===== src/rtl/tx_control_pkg.sv =====
// Shared system-control definitions: the transmit FSM state encoding and the
// default datapath byte width, also used by the Rx-side control.
package tx_control_pkg;

  localparam int unsigned DEFAULT_WIDTH = 8;

  typedef enum logic [1:0] {
    IDLE        = 2'd0,
    SEND_RD     = 2'd1,
    SEND_ALU_LO = 2'd2,
    SEND_ALU_HI = 2'd3
  } state_t;

endpackage


===== src/rtl/tx_control_if.sv =====
// Bundle of result strobes from the register file / ALU, the UART transmit
// handshake, and the status flags of tx_control.
interface tx_control_if
  import tx_control_pkg::*;
#(
  parameter int width = DEFAULT_WIDTH
) ();

  logic [width-1:0]   RdData;
  logic               RdValid;
  logic [2*width-1:0] ALU_OUT;
  logic               ALU_Valid;
  logic               Tx_Ready;
  logic [width-1:0]   Tx_P_Data;
  logic               Tx_Valid;
  logic               Busy;
  logic               Drop;

  // Producer side: sources the strobes and the transmitter ready.
  modport master (
    output RdData, RdValid, ALU_OUT, ALU_Valid, Tx_Ready,
    input  Tx_P_Data, Tx_Valid, Busy, Drop
  );

  // tx_control side.
  modport slave (
    input  RdData, RdValid, ALU_OUT, ALU_Valid, Tx_Ready,
    output Tx_P_Data, Tx_Valid, Busy, Drop
  );

endinterface


===== src/rtl/tx_control.sv =====
// Serialises register reads (one byte) and ALU results (low byte, then high
// byte) onto a valid/ready UART transmit port; strobes arriving while busy are dropped.
module tx_control
  import tx_control_pkg::*;
#(
  parameter int width = DEFAULT_WIDTH
) (
  input  logic         CLK,
  input  logic         Reset,
  tx_control_if.slave  bus
);

  state_t             state, state_nxt;
  logic [2*width-1:0] alu_latch, alu_latch_nxt;
  logic               alu_pending, alu_pending_nxt;
  logic [width-1:0]   tx_data, tx_data_nxt;
  logic               tx_vld, tx_vld_nxt;
  logic               drop, drop_nxt;
  logic               xfer;

  assign xfer = tx_vld & bus.Tx_Ready;

  always_ff @(posedge CLK or posedge Reset) begin
    if (Reset) begin
      state       <= IDLE;
      alu_latch   <= '0;
      alu_pending <= 1'b0;
      tx_data     <= '0;
      tx_vld      <= 1'b0;
      drop        <= 1'b0;
    end else begin
      state       <= state_nxt;
      alu_latch   <= alu_latch_nxt;
      alu_pending <= alu_pending_nxt;
      tx_data     <= tx_data_nxt;
      tx_vld      <= tx_vld_nxt;
      drop        <= drop_nxt;
    end
  end

  always_comb begin
    state_nxt       = state;
    alu_latch_nxt   = alu_latch;
    alu_pending_nxt = alu_pending;
    tx_data_nxt     = tx_data;
    tx_vld_nxt      = tx_vld;
    // Both strobes together still yield a single one-cycle Drop pulse.
    drop_nxt        = (state != IDLE) && (bus.RdValid || bus.ALU_Valid);

    unique case (state)
      IDLE: begin
        if (bus.RdValid) begin
          tx_data_nxt = bus.RdData;
          tx_vld_nxt  = 1'b1;
          state_nxt   = SEND_RD;
          // A simultaneous ALU result is parked and sent after the read byte.
          if (bus.ALU_Valid) begin
            alu_latch_nxt   = bus.ALU_OUT;
            alu_pending_nxt = 1'b1;
          end
        end else if (bus.ALU_Valid) begin
          alu_latch_nxt = bus.ALU_OUT;
          tx_data_nxt   = bus.ALU_OUT[width-1:0];
          tx_vld_nxt    = 1'b1;
          state_nxt     = SEND_ALU_LO;
        end
      end
      SEND_RD: begin
        if (xfer) begin
          if (alu_pending) begin
            tx_data_nxt     = alu_latch[width-1:0];
            alu_pending_nxt = 1'b0;
            state_nxt       = SEND_ALU_LO;
          end else begin
            tx_vld_nxt = 1'b0;
            state_nxt  = IDLE;
          end
        end
      end
      SEND_ALU_LO: begin
        if (xfer) begin
          tx_data_nxt = alu_latch[2*width-1:width];
          state_nxt   = SEND_ALU_HI;
        end
      end
      SEND_ALU_HI: begin
        if (xfer) begin
          tx_vld_nxt = 1'b0;
          state_nxt  = IDLE;
        end
      end
      default: state_nxt = IDLE;
    endcase
  end

  assign bus.Tx_P_Data = tx_data;
  assign bus.Tx_Valid  = tx_vld;
  assign bus.Drop      = drop;
  assign bus.Busy      = (state != IDLE);

endmodule


===== src/flat_wrapper.sv =====
// flat-port wrapper written by rule: the top's interface ports become plain ports
module tx_control_flat import tx_control_pkg::*;
#(
  parameter int width = DEFAULT_WIDTH
)
  (CLK, Reset, bus_RdData, bus_RdValid, bus_ALU_OUT, bus_ALU_Valid, bus_Tx_Ready, bus_Tx_P_Data, bus_Tx_Valid, bus_Busy, bus_Drop);
  tx_control_if #(.width(width)) bus_i ();
  input  logic CLK;
  input  logic Reset;
  input wire logic [$bits(bus_i.RdData)-1:0] bus_RdData;
  input wire logic [$bits(bus_i.RdValid)-1:0] bus_RdValid;
  input wire logic [$bits(bus_i.ALU_OUT)-1:0] bus_ALU_OUT;
  input wire logic [$bits(bus_i.ALU_Valid)-1:0] bus_ALU_Valid;
  input wire logic [$bits(bus_i.Tx_Ready)-1:0] bus_Tx_Ready;
  output wire logic [$bits(bus_i.Tx_P_Data)-1:0] bus_Tx_P_Data;
  output wire logic [$bits(bus_i.Tx_Valid)-1:0] bus_Tx_Valid;
  output wire logic [$bits(bus_i.Busy)-1:0] bus_Busy;
  output wire logic [$bits(bus_i.Drop)-1:0] bus_Drop;
  assign bus_i.RdData = bus_RdData;
  assign bus_i.RdValid = bus_RdValid;
  assign bus_i.ALU_OUT = bus_ALU_OUT;
  assign bus_i.ALU_Valid = bus_ALU_Valid;
  assign bus_i.Tx_Ready = bus_Tx_Ready;
  assign bus_Tx_P_Data = bus_i.Tx_P_Data;
  assign bus_Tx_Valid = bus_i.Tx_Valid;
  assign bus_Busy = bus_i.Busy;
  assign bus_Drop = bus_i.Drop;
  tx_control #(.width(width)) u_core (.CLK(CLK), .Reset(Reset), .bus(bus_i));
endmodule

===== config.mk =====
export PLATFORM = sky130hd
export DESIGN_NAME = tx_control_flat
export DESIGN_NICKNAME = d
export VERILOG_FILES = /design/src/rtl/tx_control_pkg.sv /design/src/rtl/tx_control_if.sv /design/src/rtl/tx_control.sv /design/src/flat_wrapper.sv
export SDC_FILE = /design/constraint.sdc
export NUM_CORES = 1
export LEC_CHECK = 0
export CAP_MARGIN = 20
export CORE_MARGIN = 1.5
export CORE_UTILIZATION = 48
export CTS_BUF_LIST = sky130_fd_sc_hd__clkbuf_4 sky130_fd_sc_hd__clkbuf_8 sky130_fd_sc_hd__clkbuf_16
export CTS_CLUSTER_SIZE = 30
export DETAILED_ROUTE_END_ITERATION = 16
export PLACE_DENSITY = 0.88
export REMOVE_ABC_BUFFERS = 1
export SYNTH_ARGS = -nofsm -noshare
export SYNTH_HDL_FRONTEND = slang
export SYNTH_SLANG_ARGS = --single-unit

===== constraint.sdc =====
create_clock -name CLK -period 2.97 [get_ports CLK]
set_clock_uncertainty 0.15 [all_clocks]
set_input_delay 0.594 -clock CLK [delete_from_list [all_inputs] [get_ports CLK]]
set_output_delay 0.594 -clock CLK [all_outputs]
set_load 0.01 [all_outputs]

# Yosys cells after proc, flatten, opt, wreduce, memory -nomap -nowiden
# Cells that the tools add are included.
# word_totals
regBits,29
in_bits,29
output_inout_bits,11
elab_cells,51
# classes
n_eq_ne,11
muxes,21
n_bitwise,1
reduce_logical,12
# ops
operator,count
8-bit two-way mux,5
8-bit one-hot mux with 3 select lines,1
2-bit two-way mux,6
5-bit AND reduction,2
"2-bit by 1-bit inequality test with 1-bit output, second input constant",4
2-bit one-hot mux with 4 select lines,1
4-bit AND reduction,2
1-bit two-way mux,6
"2-bit inequality test, second input constant",3
3-bit nonzero test,2
"2-bit equality test, second input constant",2
2-bit nonzero test,2
"3-bit inequality test, second input constant",1
1-bit one-hot mux with 3 select lines,1
"2-bit by 1-bit equality test with 1-bit output, second input constant",1
2-bit logical NOT,1
1-bit one-hot mux with 2 select lines,1
2-bit AND reduction,1
1-bit AND,1
1-bit logical AND,1
1-bit logical OR,1

# Longest topological paths before layout
# depth
ltp_word,3
mapped_depth,7
depth_no_buf,6

# Worst setup path before layout
# OpenSTA, ideal clock, no wires.
# synth_path
kind,flip-flop to flip-flop
start,reg u_core.state[0]
end,"reg u_core.tx_data[0], in the netlist u_core.bus.Tx_P_Data[0]"
setup_ns,0.125
arrival_time_ns,1.848
required_time_ns,2.695
slack_ns,0.847
stages_incl_launch_ff,8
path_buffers,2
synth_period_minus_slack_ns,2.123
path_cell_list,dfrtp_1 inv_1 ha_1 buf_2 a22o_1 a2111o_1 buf_6 mux2_4
# synth_between
elab_chain_len,3
elab_cells_between_ends,10
cone_classes,eq/ne: 6; mux: 1; reduce/logical: 3
# synth_lines
element,line_no,source
"start, declared",tx_control.sv:13,"state_t state, state_nxt;"
"start signal, assigned",tx_control.sv:32,state <= state_nxt;
"2-bit equality test, or another cell as far along",tx_control.sv:50,unique case (state)
"2-bit by 1-bit inequality test with 1-bit output (no source line), or another cell as far along",-,
5-bit AND reduction (no source line),-,
"end signal, assigned",tx_control.sv:35,tx_data <= tx_data_nxt;
"end, declared",tx_control.sv:16,"logic [width-1:0] tx_data, tx_data_nxt;"
# Several ways; a longest one is shown, not always the timed one.
# A chain may end at the register's enable or synchronous reset.

# Worst setup path after layout
# layout_path
start,reg u_core.state[0]
end,out bus_Busy
# layout_between
elab_chain_len,1
# layout_lines
element,line_no,source
2-bit nonzero test,tx_control.sv:99,assign bus.Busy = (state != IDLE);
"end, declared",flat_wrapper.sv:17,output wire logic [$bits(bus_i.Busy)-1:0] bus_Busy;
# No other way between the ends.

==> qor.yml <==
outcome:
  status: "complete, no violations"
route:
  drcViolationCount: 0
  vias: 1200
  ant_nets: 0
  drt-initial-drc-count: 72
  drtPass1Iterations: 4
  routed_wl_um: 3520
  wl_per_cell_um: 16.5
  vias_per_cell: 5.63
yosys:
  synth_ff_type: "dfrtp_1"
  synth_edf_count: 0
  synth_area_per_cell_um2: 11.9
  synth_top_area_share: 0.471
  ys_types: 25
  netlist_instances: 129
  syn_area_um2: 1540
  synth_area_leaders: "dfrtp_1 47%, mux2_2 12%, mux2_4 7.8%, ha_1 4.9%, a211oi_1 4.4%"
  ys_warn_count: 0
  yosys.area.top_type: "dfrtp_1"
  yosysSeqAreaShare: 0.471
  async_reset_ff_frac: 1.00
  ys_ff_latch: 29
global_route:
  groute.usage.overall: 0.219
  grt_overflow: 0
  grt_max_degree: 30
  grt_pass1_wl_um: 5660
  grt_pass1_vias: 1209
  antenna_found_initial: 0
cts:
  clk_latency_ps: 330
  cts_resized: 0
  cts_max_level: 2
  clockRootBuffer: "clkbuf_4"
  hold_buffers: 0
  cts_sinks: 29
  path_clk_slew_ps: 90
  post_cts_buffers: 0
  numCtsBuffers: 5
  cts.path.max_buffers: 2
  cts_tree: "done"
layout:
  final_cell_mix: "39 x clkdlybuf4s50_1, 29 x dfrtp_1, 17 x mux2_2"
  nets: 203
  syn_to_final_growth_pct: 30.6
  mostFrequentLayoutCell: "clkdlybuf4s50_1"
  drive_gt1_frac: 0.213
  diodes: 0
floorplanning:
  core-area_um2: 3050
  initial_core_util: 0.505
  io_pins: 40
  chipHeight_um: 59.6
  placementRows: 20
  die_area_um2: 3560
  die-width_um: 59.6
setup_path:
  cp_data_arrival_time_ps: 1820
  startpoint_type: "register"
  worstSetupPathType: "reg -> out"
  worst_ep_required_time_ps: 2230
  crit_fanout: 9
  end_kind: "output port"
timing:
  grt_setup_unrepaired: "false"
  finalSetupViolCount: 0
  report.final.slew_viol_count: 0
  finalHoldViolCount: 0
  fin_crit_ps: 2570
  tightestPinTransition_ps: 720
  slew_headroom: 0.519
  setup_tns_ps: 0
  fmax_mhz: 389
  fin_crit_sh: 0.865
placement:
  gp_congestion: 0.814
  dp_hpwl_um: 2500
  port_buffers: 39
pwr:
  finalPower_w: 0.00225
  peakVddDrop_uv: 486
  power.density_nw_per_um2: 1120
  leakage_nw: 0.860
worst_hold_path:
  min_path_type: "reg -> reg"
job:
  drv_cap: 0
synthesized netlist by cell type, types with 3 or more instances:
library cell,number
clkbuf_1,6
a21oi_1,11
mux2_4,8
nand2_1,3
dfrtp_1,29
a22oi_1,8
nor2b_1,9
inv_1,5
ha_1,6
a211oi_1,9
mux2_2,17
where the power goes:
part,switching (W),total (W),internal [W]
logic,0.000555,0.00127,0.000713
registers,0.000134,0.000739,0.000605
clock network,0.000141,0.000241,0.0000991
per-stage QoR:
stage	hold WS [ps]	cells	worst slack [ps]	util	area (um2)
6_report	365	213	401	0.659	2010
3_5_place_dp	348	205	272	0.641	1960
2_1_floorplan	330	120	804	-	1500
5_1_grt	380	213	263	0.659	2010
4_1_cts	369	213	390	0.659	2010
3_3_place_gp	338	205	322	0.641	1960
flip-flops by register name, indices dropped and copies added (netlist names):
signal / flops
u_core.alu_latch: 16
u_core.alu_pending: 1
u_core.bus.Drop: 1
u_core.bus.Tx_P_Data: 8
u_core.bus.Tx_Valid: 1
u_core.state: 2
routing by layer:
metal	up-vias	global-route usage	wire length, um
met3	5	0.0655	281
met2	61	0.376	1790
met1	586	0.250	1380
met5	-	0	0
met4	0	0.0984	60
li1	548	-	-
cells by family after synthesis:
logic type | share of synthesized area
buffers and inverters | 0.0406
DFF | 0.471
and+or+nand+nor | 0.0577
muxes | 0.215
AOI/OAI and AO/OA | 0.167
adders and majority gates | 0.0487
final cells by class:
class,instances,area [um2]
Clock inverter,2,10.0
Timing Repair Buffer,41,405
Sequential cell,29,726
Clock buffer,6,45.0
Tap cell,44,55.1
Fill cell,247,1040
Inverter,5,18.8
Multi-Input combinational cell,86,752
worst max-delay path, cell delays in order, from the launching register on:
cell and delay (ps):
dfrtp_1 430, inv_1 140, ha_1 380, inv_1 70
clkdlybuf4s50_1 480
worst paths after layout:
check	end	slack [ps]	start	depth (start not counted)
setup / recovery	bus_Busy	400	u_core.state[0]$_DFFE_PP0P_	4
hold / removal	u_core.alu_latch[10]$_DFFE_PP0P_	370	u_core.alu_latch[10]$_DFFE_PP0P_	1
setup reg to reg	u_core.bus.Tx_P_Data[4]$_DFFE_PP0P_	610	u_core.state[0]$_DFFE_PP0P_	5
hold reg to reg	u_core.alu_latch[10]$_DFFE_PP0P_	370	u_core.alu_latch[10]$_DFFE_PP0P_	1
max in group asynchronous	u_core.alu_latch[10]$_DFFE_PP0P_	1930	Reset	3
min in group asynchronous	u_core.alu_latch[15]$_DFFE_PP0P_	470	Reset	3
Power figures use the tool's default switching activity.
